$ cat config.mk
export PLATFORM = sky130hd
export DESIGN_NAME = barrett_reduce_58_flat
export DESIGN_NICKNAME = d
export VERILOG_FILES = /design/src/rtl/barrett_reduce_58_pkg.sv /design/src/rtl/barrett_reduce_58_if.sv /design/src/rtl/barrett_reduce_58_cond_sub.sv /design/src/rtl/barrett_reduce_58.sv /design/src/flat_wrapper.sv
export SDC_FILE = /design/constraint.sdc
export NUM_CORES = 2
export LEC_CHECK = 0
export ABC_AREA = 0
export BUFFER_PORTS_ARGS = -buffer_cell sky130_fd_sc_hd__buf_4
export CORE_UTILIZATION = 60
export DETAILED_ROUTE_END_ITERATION = 6
export GPL_TIMING_DRIVEN = 0
export PLACE_DENSITY = 0.77
export SLEW_MARGIN = 5
export SYNTH_ARGS = -nofsm -noshare
export SYNTH_HDL_FRONTEND = slang
export SYNTH_SLANG_ARGS = --single-unit
$ cat constraint.sdc
create_clock -name clk -period 9.75 [get_ports clk]
set_clock_uncertainty 0.2 [all_clocks]
set_input_delay 0.975 -clock clk [delete_from_list [all_inputs] [get_ports clk]]
set_output_delay 0.975 -clock clk [all_outputs]
set_load 0.02 [all_outputs]
$ cat src/rtl/barrett_reduce_58_pkg.sv
// Shared widths, latency and stage record for the 58-bit Barrett reduction pipeline.
package barrett_reduce_58_pkg;

  localparam int unsigned P_W         = 58;
  localparam int unsigned Q_W         = 34;
  localparam int unsigned MU_W        = 36;
  localparam int unsigned TAG_W       = 8;
  localparam int unsigned BARRETT_LAT = 6;

  localparam int unsigned T_W    = P_W - (Q_W - 1);   // 25-bit quotient estimate input
  localparam int unsigned PP_W   = T_W + MU_W / 2;    // 43-bit partial product
  localparam int unsigned PROD_W = T_W + MU_W;        // 61-bit t*mu
  localparam int unsigned QE_W   = PROD_W - (Q_W + 1); // 26-bit quotient estimate
  localparam int unsigned R_W    = Q_W + 2;           // 36-bit remainder arithmetic

  typedef struct packed {
    logic             valid;
    logic [P_W-1:0]   p;
    logic [TAG_W-1:0] tag;
  } stage_t;

endpackage

$ cat src/rtl/barrett_reduce_58_if.sv
// Config, input and output streams of the Barrett reducer bundled as one interface.
interface barrett_reduce_58_if;
  import barrett_reduce_58_pkg::*;

  logic             cfg_we;
  logic [Q_W-1:0]   cfg_q;
  logic [MU_W-1:0]  cfg_mu;
  logic             cfg_err;
  logic             in_valid;
  logic             in_ready;
  logic [P_W-1:0]   in_p;
  logic [TAG_W-1:0] in_tag;
  logic             out_valid;
  logic             out_ready;
  logic [Q_W-1:0]   out_r;
  logic [TAG_W-1:0] out_tag;

  modport master (
    output cfg_we, cfg_q, cfg_mu, in_valid, in_p, in_tag, out_ready,
    input  cfg_err, in_ready, out_valid, out_r, out_tag
  );

  modport slave (
    input  cfg_we, cfg_q, cfg_mu, in_valid, in_p, in_tag, out_ready,
    output cfg_err, in_ready, out_valid, out_r, out_tag
  );

endinterface

$ cat src/rtl/barrett_reduce_58_cond_sub.sv
// Final Barrett correction: subtract q up to twice so the result lands in [0, q).
module barrett_reduce_58_cond_sub
  import barrett_reduce_58_pkg::*;
(
  input  logic [R_W-1:0] r0,
  input  logic [Q_W-1:0] q,
  output logic [Q_W-1:0] r
);

  logic [R_W-1:0] q_ext;
  logic [R_W-1:0] r1;
  logic [R_W-1:0] r2;
  logic           unused_hi;

  always_comb begin
    q_ext     = R_W'(q);
    r1        = (r0 >= q_ext) ? r0 - q_ext : r0;
    r2        = (r1 >= q_ext) ? r1 - q_ext : r1;
    r         = r2[Q_W-1:0];
    unused_hi = ^r2[R_W-1:Q_W];
  end

endmodule

$ cat src/rtl/barrett_reduce_58.sv
// Six-stage pipelined Barrett reduction p mod q with valid/ready backpressure and tag passthrough.
module barrett_reduce_58 (
  input logic               clk,
  input logic               rst,
  barrett_reduce_58_if.slave bus
);
  import barrett_reduce_58_pkg::*;

  localparam int unsigned MuLoW = MU_W / 2;

  stage_t            s1_q, s2_q, s3_q, s4_q;
  logic [PP_W-1:0]   pl_q, ph_q, pl_d, ph_d;
  logic [PROD_W-1:0] prod_q, prod_d;
  logic [R_W-1:0]    qeq_q, qeq_d, r0_q, r0_d;
  logic              v5_q;
  logic [TAG_W-1:0]  tag5_q;
  logic              out_valid_q;
  logic [Q_W-1:0]    out_r_q, r_d;
  logic [TAG_W-1:0]  out_tag_q;
  logic [Q_W-1:0]    q_q;
  logic [MU_W-1:0]   mu_q;
  logic              cfg_err_q;
  logic [T_W-1:0]    t;
  logic [QE_W-1:0]   qe;
  logic              adv;
  logic              empty;
  logic              unused_bits;

  always_comb begin
    adv   = !out_valid_q || bus.out_ready;
    empty = !(s1_q.valid || s2_q.valid || s3_q.valid || s4_q.valid || v5_q || out_valid_q);
    // t*mu split into two 25x18 partials, recombined one stage later
    t      = s1_q.p[P_W-1:Q_W-1];
    pl_d   = PP_W'(t) * PP_W'(mu_q[MuLoW-1:0]);
    ph_d   = PP_W'(t) * PP_W'(mu_q[MU_W-1:MuLoW]);
    prod_d = PROD_W'(pl_q) + (PROD_W'(ph_q) << MuLoW);
    // Only the low 36 bits of qe*q matter; the remainder wraps modulo 2^36
    qe     = prod_q[PROD_W-1:Q_W+1];
    qeq_d  = R_W'(qe) * R_W'(q_q);
    r0_d   = s4_q.p[R_W-1:0] - qeq_q;
    unused_bits = ^{s4_q.p[P_W-1:R_W], prod_q[Q_W:0]};
  end

  barrett_reduce_58_cond_sub u_cond_sub (
    .r0 (r0_q),
    .q  (q_q),
    .r  (r_d)
  );

  always_ff @(posedge clk) begin
    if (rst) begin
      s1_q        <= '0;
      s2_q        <= '0;
      s3_q        <= '0;
      s4_q        <= '0;
      pl_q        <= '0;
      ph_q        <= '0;
      prod_q      <= '0;
      qeq_q       <= '0;
      v5_q        <= 1'b0;
      tag5_q      <= '0;
      r0_q        <= '0;
      out_valid_q <= 1'b0;
      out_r_q     <= '0;
      out_tag_q   <= '0;
    end else if (adv) begin
      s1_q        <= '{valid: bus.in_valid, p: bus.in_p, tag: bus.in_tag};
      s2_q        <= s1_q;
      pl_q        <= pl_d;
      ph_q        <= ph_d;
      s3_q        <= s2_q;
      prod_q      <= prod_d;
      s4_q        <= s3_q;
      qeq_q       <= qeq_d;
      v5_q        <= s4_q.valid;
      tag5_q      <= s4_q.tag;
      r0_q        <= r0_d;
      out_valid_q <= v5_q;
      out_r_q     <= r_d;
      out_tag_q   <= tag5_q;
    end
  end

  // Modulus reloads only when nothing is in flight so every item sees a single q/mu pair
  always_ff @(posedge clk) begin
    if (rst) begin
      q_q       <= '0;
      mu_q      <= '0;
      cfg_err_q <= 1'b0;
    end else begin
      cfg_err_q <= bus.cfg_we && !empty;
      if (bus.cfg_we && empty) begin
        q_q  <= bus.cfg_q;
        mu_q <= bus.cfg_mu;
      end
    end
  end

  assign bus.in_ready  = adv;
  assign bus.out_valid = out_valid_q;
  assign bus.out_r     = out_r_q;
  assign bus.out_tag   = out_tag_q;
  assign bus.cfg_err   = cfg_err_q;

endmodule

$ cat src/flat_wrapper.sv
// flat-port wrapper written by rule: the top's interface ports become plain ports
module barrett_reduce_58_flat import barrett_reduce_58_pkg::*;
  (clk, rst, bus_cfg_we, bus_cfg_q, bus_cfg_mu, bus_in_valid, bus_in_p, bus_in_tag, bus_out_ready, bus_cfg_err, bus_in_ready, bus_out_valid, bus_out_r, bus_out_tag);
  barrett_reduce_58_if bus_i ();
  input logic clk;
  input logic rst;
  input wire logic [$bits(bus_i.cfg_we)-1:0] bus_cfg_we;
  input wire logic [$bits(bus_i.cfg_q)-1:0] bus_cfg_q;
  input wire logic [$bits(bus_i.cfg_mu)-1:0] bus_cfg_mu;
  input wire logic [$bits(bus_i.in_valid)-1:0] bus_in_valid;
  input wire logic [$bits(bus_i.in_p)-1:0] bus_in_p;
  input wire logic [$bits(bus_i.in_tag)-1:0] bus_in_tag;
  input wire logic [$bits(bus_i.out_ready)-1:0] bus_out_ready;
  output wire logic [$bits(bus_i.cfg_err)-1:0] bus_cfg_err;
  output wire logic [$bits(bus_i.in_ready)-1:0] bus_in_ready;
  output wire logic [$bits(bus_i.out_valid)-1:0] bus_out_valid;
  output wire logic [$bits(bus_i.out_r)-1:0] bus_out_r;
  output wire logic [$bits(bus_i.out_tag)-1:0] bus_out_tag;
  assign bus_i.cfg_we = bus_cfg_we;
  assign bus_i.cfg_q = bus_cfg_q;
  assign bus_i.cfg_mu = bus_cfg_mu;
  assign bus_i.in_valid = bus_in_valid;
  assign bus_i.in_p = bus_in_p;
  assign bus_i.in_tag = bus_in_tag;
  assign bus_i.out_ready = bus_out_ready;
  assign bus_cfg_err = bus_i.cfg_err;
  assign bus_in_ready = bus_i.in_ready;
  assign bus_out_valid = bus_i.out_valid;
  assign bus_out_r = bus_i.out_r;
  assign bus_out_tag = bus_i.out_tag;
  barrett_reduce_58 u_core (.clk(clk), .rst(rst), .bus(bus_i));
endmodule
== Word-level counts from Yosys, hierarchy flattened ==
Cells that the tools add are included.

* Register bits: 544
* Latch bits: 0
* Memory bits (writable): 0
* ROM bits: 0
* Input port bits: 141
* Output and inout bits: 45
* Word-level logic and storage cells: 46
* Memories: 0

* Add/sub/neg operators: 4
* Multipliers: 3
* Div/mod/pow operators: 0
* Magnitude comparators: 2
* Equal/unequal tests: 0
* Shift-type cells: 0
* Mux-type cells: 2
* Bitwise gates (word level): 0
* Reductions and logical operators: 10

{| class="wikitable"
|+ Operators with widths
! operator !! number
|-
| $mul 25x18->43 || 2
|-
| $ge 36x34->1 || 2
|-
| $add 43x61->61 || 1
|-
| $mul 26x34->36 || 1
|-
| $mux 36 || 1
|-
| $sub 36x34->36 || 1
|-
| $sub 36x36->36 || 1
|-
| $mux 34 || 1
|-
| $sub 34x34->34 || 1
|-
| $logic_or 1x1->1 || 6
|-
| $logic_and 1x1->1 || 2
|-
| $logic_not 1->1 || 2
|}

== Longest topological paths before layout ==
* Word-level depth: 7
* Depth in mapped cells: 30
* Mapped depth without buffers: 26

== Hierarchy ==
A second synthesis with hierarchy kept.

* Cells, all modules: 8472
* Area total of the unflattened synthesis: 70366.2 um^2

{| class="wikitable"
|+ By module, submodules not included
! module !! instances !! cells each !! area each (um^2) !! sequential area each (um^2)
|-
| barrett_reduce_58 || 1 || 7781 || 65504.1 || 9829.4
|-
| barrett_reduce_58_cond_sub || 1 || 691 || 4862.2 || 0.0
|}

== Worst setup path after synthesis ==
OpenSTA, ideal clock, no wires.

* Kind: register -> register
* Start point: register u_core.s1_q[64] in the netlist's numbering
* End point: register u_core.pl_q[41]
* Arrival: 6.724 ns
* Setup slack: 2.764 ns
* Stages on the path, launching flop included: 27
* Path buffers: 2
* Cells stage by stage: dfxtp_1 clkbuf_1 clkbuf_1 nand2_1 fa_1 inv_1 fa_1 inv_1 fa_1 inv_1 fa_1 fa_1 inv_1 fa_1 inv_1 ha_1 a21oi_1 o21bai_1 a2111oi_0 a221oi_1 a21oi_1 o31ai_1 o21ai_1 a2111oi_2 o21ai_0 or4_1 nand3_1

* Cells in the longest elaborated chain, start to end: 1

{| class="wikitable"
|+ Ends and longest elaborated chain
! item !! RTL line !! RTL
|-
| start: declaration || barrett_reduce_58.sv:11 || <nowiki>stage_t s1_q, s2_q, s3_q, s4_q;</nowiki>
|-
| start signal: assignment || barrett_reduce_58.sv:67 || <nowiki>s1_q <= '{valid: bus.in_valid, p: bus.in_p, tag: bus.in_tag};</nowiki>
|-
| $mul 25x18->43 || barrett_reduce_58.sv:34 || <nowiki>pl_d = PP_W'(t) * PP_W'(mu_q[MuLoW-1:0]);</nowiki>
|-
| end signal: assignment || barrett_reduce_58.sv:69 || <nowiki>pl_q <= pl_d;</nowiki>
|-
| end: declaration || barrett_reduce_58.sv:12 || <nowiki>logic [PP_W-1:0] pl_q, ph_q, pl_d, ph_d;</nowiki>
|}

No other way between the ends.
A chain may end at the register's enable or synchronous reset.

== Final worst setup path ==
* Start point: register u_core.q_q[4]
* End point: register u_core.out_r_q[7] (netlist: u_core.bus.out_r[7])

* Cells in the longest elaborated chain, start to end: 4
* Elaborated cells between the ends (all ways): 6

{| class="wikitable"
|+ Ends and longest elaborated chain
! item !! RTL line !! RTL
|-
| start: declaration || barrett_reduce_58.sv:20 || <nowiki>logic [Q_W-1:0] q_q;</nowiki>
|-
| start signal: assignment || barrett_reduce_58.sv:93 || <nowiki>q_q <= bus.cfg_q;</nowiki>
|-
| $sub 36x34->36 / $ge 36x34->1 (equally long branches) || barrett_reduce_58_cond_sub.sv:17 || <nowiki>r1 = (r0 >= q_ext) ? r0 - q_ext : r0;</nowiki>
|-
| $mux 36 || barrett_reduce_58_cond_sub.sv:17 ||
|-
| $sub 34x34->34 / $ge 36x34->1 (equally long branches) || barrett_reduce_58_cond_sub.sv:18 || <nowiki>r2 = (r1 >= q_ext) ? r1 - q_ext : r1;</nowiki>
|-
| $mux 34 * || barrett_reduce_58_cond_sub.sv:18 ||
|-
| end signal: assignment || barrett_reduce_58.sv:79 || <nowiki>out_r_q <= r_d;</nowiki>
|-
| end: declaration || barrett_reduce_58.sv:18 || <nowiki>logic [Q_W-1:0] out_r_q, r_d;</nowiki>
|}

Every way passes the cells marked *; elsewhere a longest branch is shown, timed or not.

==> results_dict.tcl <==
set metrics [dict create \
    antenna_left 0 \
    grt_antenna_before_repair 20 \
    post_cts_buffers 0 \
    hold_viol 0 \
    worstPathMaxFanout 10 \
    layout-drive-gt1-share_pct 3.89 \
    via_per_inst 5.92 \
    cts_root_buffer "clkbuf_16" \
    cp-end-kind "register" \
    setup_viol 0 \
    path_class "reg -> reg" \
    port_buffers 185 \
    violations "design-rule violations" \
    yosysTopAreaCellShare_pct 35.2 \
    grt_max_degree 19 \
    die_h_um 344 \
    syn_nets 10268 \
    gr-usage-all-layers_pct 43.0 \
    vias 60601 \
    crit_buf_inv 4 \
    area_growth_pct 7.52 \
    routabilityCongestion 1.08 \
    drc 1 \
    cts_tree "yes" \
    cts.sinks 491 \
    max_freq_mhz 105 \
    ctsHoldBuffers 0 \
    rsz0062_at_grt "no" \
    async_reset_ff_share_pct 0 \
    ys_types 85 \
    crit_path_frequent_cell "clkbuf_1" \
    leakagePower_nw 36.3 \
    wire_per_inst_um 24.3 \
    cp_top_family "compound AO/OA/AOI/OAI gates" \
    ys_ff_latch 491 \
    ff2ff_path_depth 25 \
    nets 10513 \
    ir_drop_v 0.000276 \
    setup_tns_ps 0 \
    holdWs_ps 252 \
    ios 186 \
    hold_depth 2 \
    r2r_start "u_core.q_q[4]" \
    r2r_slack_ps 190 \
    n_fill_cell 9853 \
    netlist_instances 8430 \
    maxSlewHeadroom_pct 8.19 \
    dpl_cell_area_um2 73300 \
    drt_iter0_drc 6332 \
    hold_class "reg -> reg" \
    synthFlopType "dfxtp_1" \
    grt_remaining_overflow 0 \
    final_common_cell "nand2_1" \
    startpoint_type "register" \
    max_cap_violations 0 \
    min_to "u_core.qeq_q[21]" \
    first_pass_iters 7 \
    synth_warnings 0 \
    core_um2 115000 \
    tightest_slew_ps 1380 \
    die-area_um2 118000 \
    avgSynthCellArea_um2 8.31 \
    grt_pass1_vias 62118 \
    final_cell_mix "nand2_1, inv_1, fa_1" \
    critPathSlowestCell "clkbuf_1" \
    clk_latency_ps 700 \
    synth_area_um2 70000 \
    maxSlewViolCount 0 \
    initial_utilization_pct 60.9 \
    fp.dieW_um 344 \
    yosys.area.top_type "fa_1" \
    wl_um 248000 \
    ys_seq_area_share_pct 14.0 \
    std_cell_rows 124 \
    place_hpwl_um 204000 \
    numCtsBuffers 55 \
    hold_start "u_core.qeq_q[21]" \
    r2r_end "u_core.bus.out_r[7]" \
    fin_crit_sh_pct 98.1 \
    synth_area_leaders "fa_1, dfxtp_1, nand2_1, ha_1, inv_1" \
    power_density_nw_per_um2 171 \
    fin_crit_ps 9560 \
    htreeDepth 2 \
    grt_pass1_wl_um 376000 \
    path_clk_slew_ps 60 \
    postCtsResizedCells 0 \
    clockBufferDepth 3 \
    worstPathRequired_ps 10100 \
    fin_area_um2 75300 \
    synth_edf_count 0 \
    cp_slowest_stage_delay_ps 840 \
    status "finished, violations left" \
    cp.arrival_ps 9910 \
]
[per-layer routing]
| metal | vias up | part of all wire, % | wire length [um] | track usage, % |
|---|---|---|---|---|
| li1 | 26231 | - | - | - |
| met1 | 29783 | 35 | 87500 | 52.2 |
| met2 | 3590 | 43 | 107000 | 65.0 |
| met3 | 979 | 13 | 32800 | 14.0 |
| met4 | 18 | 8.4 | 21000 | 30.0 |
| met5 | - | 0.047 | 117 | 0 |
[state kept, by name (all words and copies together), names as in the netlist]
register / count
u_core.s1_q: 67
u_core.q_q: 34
u_core.mu_q: 36
u_core.s3_q: 45
u_core.prod_q: 26
u_core.r0_q: 36
u_core.s2_q: 45
u_core.bus.out_r: 34
u_core.ph_q: 43
u_core.bus.out_valid: 1
u_core.bus.out_tag: 8
u_core.tag5_q: 8
u_core.bus.cfg_err: 1
u_core.pl_q: 25
u_core.qeq_q: 36
u_core.v5_q: 1
u_core.s4_q: 45
[how the worst max path moves through the flow]
stage                                end  cells past startpoint            start  slack [ps]
global route        u_core.bus.out_r[18]                     28    u_core.q_q[4]          40
global placement        u_core.qeq_q[33]                     25   u_core.q_q[11]         350
finish               u_core.bus.out_r[7]                     25    u_core.q_q[4]         190
CTS                 u_core.bus.out_r[13]                     28    u_core.q_q[4]         570
detailed placement   u_core.bus.out_r[7]                     27    u_core.q_q[4]         610
floorplan                u_core.pl_q[41]                     26  u_core.s1_q[64]        2760
[logic make-up (layout without fill, tap and decap cells)]
kind of cell | after synthesis | in the layout | share of synthesized area (%)
xor gates and xnor gates | 213 | 213 | 2.66
adders and majority gates | 1697 | 1697 | 43.5
buffers and inverters | 2028 | 2317 | 10.9
DFF | 491 | 491 | 14.0
other | 0 | 8 | 0
muxes | 12 | 12 | 0.184
and+or+nand+nor | 2861 | 2861 | 18.9
AOI/OAI and AO/OA | 1128 | 1128 | 9.79
[where the power goes]
part           switching (mW)  internal (mW)
combinational            5.03           2.96
clock                   0.978           1.28
sequential              0.308           2.30
[tightest hold or removal path, stage by stage (launching register included)]
cell,delay [ps]
dfxtp_1,310
nand2_1,50
nand2_1,40
[final cells by class]
class / count / area [um^2] / area share, %
Sequential cell: 491 / 9830 / 13.1
Clock buffer: 70 / 1520 / 2.02
Multi-Input combinational cell: 5911 / 52600 / 69.8
Timing Repair Buffer: 188 / 1410 / 1.87
Inverter: 1536 / 5770 / 7.66
Clock inverter: 31 / 413 / 0.548
Antenna cell: 8 / 20.0 / 0.0266
Buffer: 492 / 1870 / 2.48
Tap cell: 1512 / 1890 / 2.51
[cell usage after synthesis, types with 6 or more instances]
cell type,n
nand3_1,69
nor4b_1,6
o31ai_1,21
ha_1,465
o211a_1,9
or2_2,12
a31oi_1,33
a221oi_1,7
or3_1,30
nand2_1,1714
buf_2,10
a2111oi_0,8
and3_1,23
o2111ai_1,6
nor3b_1,11
clkbuf_1,465
buf_1,15
o21ai_1,13
o21bai_1,25
xor2_1,68
nor2b_1,25
nand4_1,30
fa_1,1232
nor2_1,145
dfxtp_1,491
o21a_1,26
a211oi_1,56
nor3_1,39
and4_1,12
a21oi_1,552
a311oi_1,8
nor4_1,15
or4_1,7
o21ai_0,176
inv_1,1536
xnor2_1,145
a211o_1,14
o311a_1,8
o211ai_1,15
mux2_2,7
nand2b_1,22
a21boi_0,9
and2_1,687
a21o_1,89
[metrics by stage]
stage | setup slack, ps | power, mW | util (%) | instances
after floorplan | 2760 | 7.90 | - | 8430
after global placement | 349 | 10.2 | 63.8 | 10127
after detailed placement | 610 | 10.3 | 63.8 | 10130
after CTS | 574 | 12.6 | 65.5 | 10231
after global routing | 44.0 | 13.6 | 65.5 | 10233
final | 185 | 12.8 | 65.5 | 10239
No activity file was read; power rests on OpenSTA's default activity.
